File: src/rtl/interpolator_pkg.sv
// Shared constants, FSM state type and width helpers for the CIC interpolator.
package interpolator_pkg;

   localparam int unsigned DATA_W = 24;
   localparam int unsigned USER_W = 2;

   typedef enum logic [0:0] {
      StIdle,
      StEmit
   } state_e;

   // Comb stage k (1-based) grows by one bit per differencing step.
   function automatic int unsigned comb_width(input int unsigned stage);
      return DATA_W + stage;
   endfunction

   function automatic int unsigned integ_width(input int unsigned n_stages,
                                               input int unsigned r_log2);
      return DATA_W + n_stages * r_log2;
   endfunction

   // Removes the R^(N-1) gain left after zero-stuffing, giving unity DC gain.
   function automatic int unsigned out_shift(input int unsigned n_stages,
                                             input int unsigned r_log2);
      return (n_stages - 1) * r_log2;
   endfunction

endpackage

File: src/rtl/interp_integrator.sv
// One CIC integrator stage: accumulates i_data when enabled; o_sum is the next value.
module interp_integrator
   import interpolator_pkg::*;
#(
   parameter int unsigned W = integ_width(3, 3)
) (
   input  logic         i_clk,
   input  logic         i_rst,
   input  logic         i_en,
   input  logic [W-1:0] i_data,
   output logic [W-1:0] o_sum
);

   logic [W-1:0] r_acc;

   // Exposing the post-add value lets the stages chain without extra delay.
   assign o_sum = r_acc + i_data;

   always_ff @(posedge i_clk or posedge i_rst) begin
      if (i_rst) begin
         r_acc <= '0;
      end else if (i_en) begin
         r_acc <= o_sum;
      end
   end

endmodule

File: src/rtl/interpolator.sv
// CIC interpolator (N_STAGES combs, zero-stuff by 2^R_LOG2, N_STAGES integrators), AXI-Stream.
// Optional m_axis_tlast output when INTERPOLATOR_TLAST_EN is defined.
module interpolator
   import interpolator_pkg::*;
#(
   parameter int unsigned R_LOG2   = 3,
   parameter int unsigned N_STAGES = 3
) (
   input  logic                     s_axis_aclk,
   input  logic                     s_axis_areset,
   input  logic signed [DATA_W-1:0] s_axis_tdata,
   input  logic                     s_axis_tvalid,
   output logic                     s_axis_tready,
   input  logic [USER_W-1:0]        s_axis_tuser,
   output logic signed [DATA_W-1:0] m_axis_tdata,
   output logic                     m_axis_tvalid,
   input  logic                     m_axis_tready,
   output logic [USER_W-1:0]        m_axis_tuser
`ifdef INTERPOLATOR_TLAST_EN
   ,
   output logic                     m_axis_tlast
`endif
);

   localparam int unsigned CW = comb_width(N_STAGES);
   localparam int unsigned IW = integ_width(N_STAGES, R_LOG2);
   localparam int unsigned SH = out_shift(N_STAGES, R_LOG2);
   localparam logic [R_LOG2-1:0] PHASE_LAST = '1;

   state_e                   r_state;
   state_e                   w_state_d;
   logic [R_LOG2-1:0]        r_phase;
   logic [R_LOG2-1:0]        w_phase_d;
   logic                     r_run;
   logic                     w_out_free;
   logic                     w_load;
   logic                     w_phase_last;
   logic                     w_s_ready;
   logic                     w_s_hs;
   logic signed [CW-1:0]     r_comb_out;
   logic [USER_W-1:0]        r_user;
   logic [IW-1:0]            w_int [0:N_STAGES];
   logic                     r_m_tvalid;
   logic signed [DATA_W-1:0] r_m_tdata;
   logic [USER_W-1:0]        r_m_tuser;

   // Handshake and load qualifiers
   assign w_out_free   = !r_m_tvalid || m_axis_tready;
   assign w_load       = (r_state == StEmit) && w_out_free;
   assign w_phase_last = (r_phase == PHASE_LAST);
   // Accepting on the last-phase load keeps back-to-back groups gapless.
   assign w_s_ready    = r_run && ((r_state == StIdle) || (w_load && w_phase_last));
   assign w_s_hs       = s_axis_tvalid && w_s_ready;

   assign s_axis_tready = w_s_ready;
   assign m_axis_tvalid = r_m_tvalid;
   assign m_axis_tdata  = r_m_tdata;
   assign m_axis_tuser  = r_m_tuser;

   always_ff @(posedge s_axis_aclk or posedge s_axis_areset) begin
      if (s_axis_areset) begin
         r_run <= 1'b0;
      end else begin
         r_run <= 1'b1;
      end
   end

   // Comb section at input rate: stage k differences its input, widening by one bit.
   for (genvar k = 1; k <= N_STAGES; k++) begin : g_comb
      localparam int unsigned WI = comb_width(k - 1);

      logic signed [WI-1:0] w_in;
      logic signed [WI-1:0] r_dly;
      logic signed [WI:0]   w_out;

      if (k == 1) begin : g_src
         assign w_in = s_axis_tdata;
      end else begin : g_src
         assign w_in = g_comb[k-1].w_out;
      end

      assign w_out = {w_in[WI-1], w_in} - {r_dly[WI-1], r_dly};

      always_ff @(posedge s_axis_aclk or posedge s_axis_areset) begin
         if (s_axis_areset) begin
            r_dly <= '0;
         end else if (w_s_hs) begin
            r_dly <= w_in;
         end
      end
   end

   always_ff @(posedge s_axis_aclk or posedge s_axis_areset) begin
      if (s_axis_areset) begin
         r_comb_out <= '0;
         r_user     <= '0;
      end else if (w_s_hs) begin
         r_comb_out <= g_comb[N_STAGES].w_out;
         r_user     <= s_axis_tuser;
      end
   end

   // Zero-stuffing: only phase 0 injects the comb result into the integrators.
   assign w_int[0] = (r_phase == '0) ? IW'(r_comb_out) : '0;

   for (genvar k = 0; k < N_STAGES; k++) begin : g_int
      interp_integrator #(
         .W(IW)
      ) u_int (
         .i_clk (s_axis_aclk),
         .i_rst (s_axis_areset),
         .i_en  (w_load),
         .i_data(w_int[k]),
         .o_sum (w_int[k+1])
      );
   end

   always_ff @(posedge s_axis_aclk or posedge s_axis_areset) begin
      if (s_axis_areset) begin
         r_state <= StIdle;
         r_phase <= '0;
      end else begin
         r_state <= w_state_d;
         r_phase <= w_phase_d;
      end
   end

   always_comb begin
      w_state_d = r_state;
      w_phase_d = r_phase;
      unique case (r_state)
         StIdle: begin
            if (w_s_hs) begin
               w_state_d = StEmit;
               w_phase_d = '0;
            end
         end
         StEmit: begin
            if (w_load) begin
               if (!w_phase_last) begin
                  w_phase_d = r_phase + 1'b1;
               end else if (w_s_hs) begin
                  w_phase_d = '0;
               end else begin
                  w_state_d = StIdle;
                  w_phase_d = '0;
               end
            end
         end
         default: begin
            w_state_d = StIdle;
            w_phase_d = '0;
         end
      endcase
   end

   // Output register; the slice is the arithmetic shift right by SH, truncated to DATA_W.
   always_ff @(posedge s_axis_aclk or posedge s_axis_areset) begin
      if (s_axis_areset) begin
         r_m_tvalid <= 1'b0;
         r_m_tdata  <= '0;
         r_m_tuser  <= '0;
      end else if (w_load) begin
         r_m_tvalid <= 1'b1;
         r_m_tdata  <= w_int[N_STAGES][SH +: DATA_W];
         r_m_tuser  <= r_user;
      end else if (m_axis_tready) begin
         r_m_tvalid <= 1'b0;
      end
   end

`ifdef INTERPOLATOR_TLAST_EN
   logic r_m_tlast;

   always_ff @(posedge s_axis_aclk or posedge s_axis_areset) begin
      if (s_axis_areset) begin
         r_m_tlast <= 1'b0;
      end else if (w_load) begin
         r_m_tlast <= w_phase_last;
      end
   end

   assign m_axis_tlast = r_m_tlast;
`endif

endmodule

File: config.mk
export PLATFORM = sky130hd
export DESIGN_NAME = interpolator
export DESIGN_NICKNAME = d
export VERILOG_FILES = /design/src/rtl/interpolator_pkg.sv /design/src/rtl/interp_integrator.sv /design/src/rtl/interpolator.sv
export SDC_FILE = /design/constraint.sdc
export NUM_CORES = 1
export LEC_CHECK = 0
export ABC_AREA = 1
export BUFFER_PORTS_ARGS = -buffer_cell sky130_fd_sc_hd__buf_2
export CORE_UTILIZATION = 60
export CTS_BUF_LIST = sky130_fd_sc_hd__clkbuf_16
export CTS_CLUSTER_SIZE = 28
export DETAILED_ROUTE_END_ITERATION = 16
export PLACE_DENSITY_LB_ADDON = 0.3
export SYNTH_ARGS = -nofsm -noshare
export SYNTH_HDL_FRONTEND = slang
export SYNTH_SLANG_ARGS = --single-unit
File: constraint.sdc
create_clock -name s_axis_aclk -period 8.95 [get_ports s_axis_aclk]
set_clock_uncertainty 0.15 [all_clocks]
set_input_delay 1.79 -clock s_axis_aclk [delete_from_list [all_inputs] [get_ports s_axis_aclk]]
set_output_delay 1.79 -clock s_axis_aclk [all_outputs]
set_load 0.02 [all_outputs]
==> results.md <==
* Cts hold-fix bufs at 0
* Sequential share of the synthesized area at 0.300
* Num ports at 58
* Initial Util at 0.617
* Worst slew pin tran at 0.958 ns
* Commonest non-fill, non-tap cells in the layout: nand2_1 (655), inv_1 (289), dfrtp_1 (202), nor2_1 (187), o21ai_0 (186)
* Vias in the first global route at 15.3k
* Global route overflow at 0
* CTS Buf Count at 26
* Yosys reg bits at 202
* Hold Startpoint: m_axis_tuser[1]
* Max-slew headroom at 0.361
* Routability cong. at 1.00
* Largest stage delay, worst path at 0.40 ns
* Final worst path period need at 6.48 ns
* Core area at 27,300 sq um
* Fin. max-slew vios at 0
* Die area at 28,700 sq um
* Synth-to-Final Area Change at 7.51%
* Crit-path slowest cell: fa_1
* Setup Viol. Count Final at 0
* Crit path kind: input pin to register
* Routed Antenna Nets at 0
* Antenna Cells at 0
* DRC at 0
* Clk slew on worst S/H paths at 0.06 ns
* Yosys cell types at 57
* Post-synth EDFFs at 0
* Fillers at 2,425
* Critical path startpoint: s_axis_tdata[0]
* DR vias at 15.4k
* Post-Layout Cell Count at 2,796
* Mapped Area at 16,800 sq um
* Worst hold-check path type: register to register
* I/O Buffers at 57
* First-pass DRT Iterations at 5
* Critical Path AT at 6.73 ns
* Drt wl/cell at 15.7 microns
* Post-cts resize count at 0
* CP startpoint kind: input pin
* Global Route Usage Sum at 0.315
* CP most frequent cell: nand3_1
* Fmax achieved at 0.154 GHz
* Cells after Synth at 2,382
* Worst R2R Start: r_phase[0]
* Endpoint class of the critical path: register
* HPWL Detailed at 34,000 microns
* Pin count of the biggest net entering global routing at 129
* Syn Nets at 2,585
* Final Hold Fails at 0
* CTS tree: built
* Clk sinks at 202
* Prevailing post-synth register cell: dfrtp_1
* Nets at 2,609
* CTS max path bufs at 3
* DIE WIDTH at 169 microns
* Yosys warnings at 0
* Status: finished clean
* Setup bufs post-CTS at 0
* Unrepaired setup endpoints after global routing: false
* Worst-path fanout max at 5
* Die height at 169 microns
* Placed instance count at 2,750
* Most common cell after layout, fill and taps aside: nand2_1
* FP Rows at 60
* First-pass GRT wire length at 73,500 microns
* Total negative slack at 0 ns
* CP required at 9.20 ns
* Worst-Skew Late Latency at 0.54 ns
* Mean Syn Cell Area at 7.06 sq um
* Root buf cell: clkbuf_16
* Multi-input gate area at 10,300 sq um
* Max-Cap Viols at 0
* Share of cells above drive strength 1 at 0.0726
* Final worst path period share at 0.724
* Async S/R FF share, synth at 1.00
* Initial antenna violation count at 0
* DRT iter0 DRCs at 854
* Final WL at 43,900 microns
* Register area at 5050 sq um
* H-tree levels at 1
* Via density at 5.52
[kinds of logic (layout without fill, tap and decap cells)]
logic type	Yosys count	in the layout	synth area share
AND/OR/NAND/NOR	1044	1044	0.257
AO/OA/AOI/OAI	483	483	0.161
buffers and inverters	358	400	0.0863
flip-flops	202	202	0.300
adder cells (fa/ha/maj)	173	173	0.131
XOR/XNOR	121	121	0.0639
other	1	1	0.000223
[cell usage after synthesis, types with 6 or more instances]
library cell / number / share of area
nand3_1: 88 / 0.026
ha_1: 167 / 0.12
a21oi_2: 9 / 0.0047
nor3_1: 35 / 0.010
and2_1: 6 / 0.0022
inv_1: 288 / 0.064
o21ai_1: 20 / 0.0059
nand4_1: 15 / 0.0056
a21o_1: 8 / 0.0036
a21oi_1: 171 / 0.051
nand2_2: 10 / 0.0037
clkbuf_1: 33 / 0.0074
xor2_1: 85 / 0.044
buf_4: 24 / 0.011
or2_2: 17 / 0.0063
a31oi_1: 24 / 0.0089
o21a_1: 8 / 0.0036
nor2_1: 187 / 0.042
dfrtp_1: 202 / 0.30
nor2_2: 6 / 0.0022
o211ai_1: 6 / 0.0027
buf_2: 7 / 0.0021
fa_1: 6 / 0.0071
nand2_1: 657 / 0.15
o21ai_2: 9 / 0.0047
xnor2_1: 34 / 0.018
o21bai_1: 11 / 0.0049
o21ai_0: 186 / 0.055
[through the flow]
step | util | worst slack (ns) | area [sq um] | hold slack (ns)
after floorplan | - | 1.50 | 16800 | 0.292
after global placement | 0.634 | 2.10 | 17300 | 0.303
after detailed placement | 0.634 | 1.97 | 17300 | 0.309
after CTS | 0.664 | 2.50 | 18100 | 0.322
after global routing | 0.664 | 2.03 | 18100 | 0.351
final | 0.664 | 2.47 | 18100 | 0.322
[worst max-delay path, delay by kind of cell]
kind,cells,cell delay (ns)
and+or+nand+nor,13,1.84
xor gates and xnor gates,2,0.41
adders and majority gates,4,1.31
AOI/OAI and AO/OA,7,1.15
buffers and inverters,3,0.22
[final cells by class]
class                      count  share of cell area
multi-input combinational   1822               0.571
sequential                   202               0.279
inverter                     291              0.0609
clock buffer                  27              0.0374
tap                          372              0.0257
timing repair buffer          63              0.0183
clock inverter                19             0.00761
[registers in the layout (all words and copies together) (netlist names)]
name               flops
m_axis_tdata          23
m_axis_tuser           2
r_run                  1
r_comb_out            27
m_axis_tvalid          1
r_phase                3
r_user                 2
r_state                1
g_int.u_int.r_acc     67
g_comb.r_dly          75
[layer usage]
metal	part of all wire	routed length, microns	up-vias	GRT usage
li1	-	-	7830	-
met1	0.42	18500	7138	0.373
met2	0.50	21900	351	0.582
met3	0.038	1680	107	0.0308
met4	0.040	1750	0	0.127
met5	0	0	-	0
[path summary, 6_finish.rpt]
check / end / slack (ns) / cells past startpoint
min reg2reg: m_axis_tuser[1] / 0.32 / 2
max: r_comb_out[24] / 2.47 / 29
max reg2reg: m_axis_tdata[22] / 2.63 / 33
min in group asynchronous: g_comb[1].r_dly[5] / 1.31 / 2
max in group asynchronous: g_int[0].u_int.r_acc[19] / 5.81 / 3
min: m_axis_tuser[1] / 0.32 / 2
Power is not shown: default switching activity piles up to over one toggle a cycle in this logic, so the estimate is an artifact.
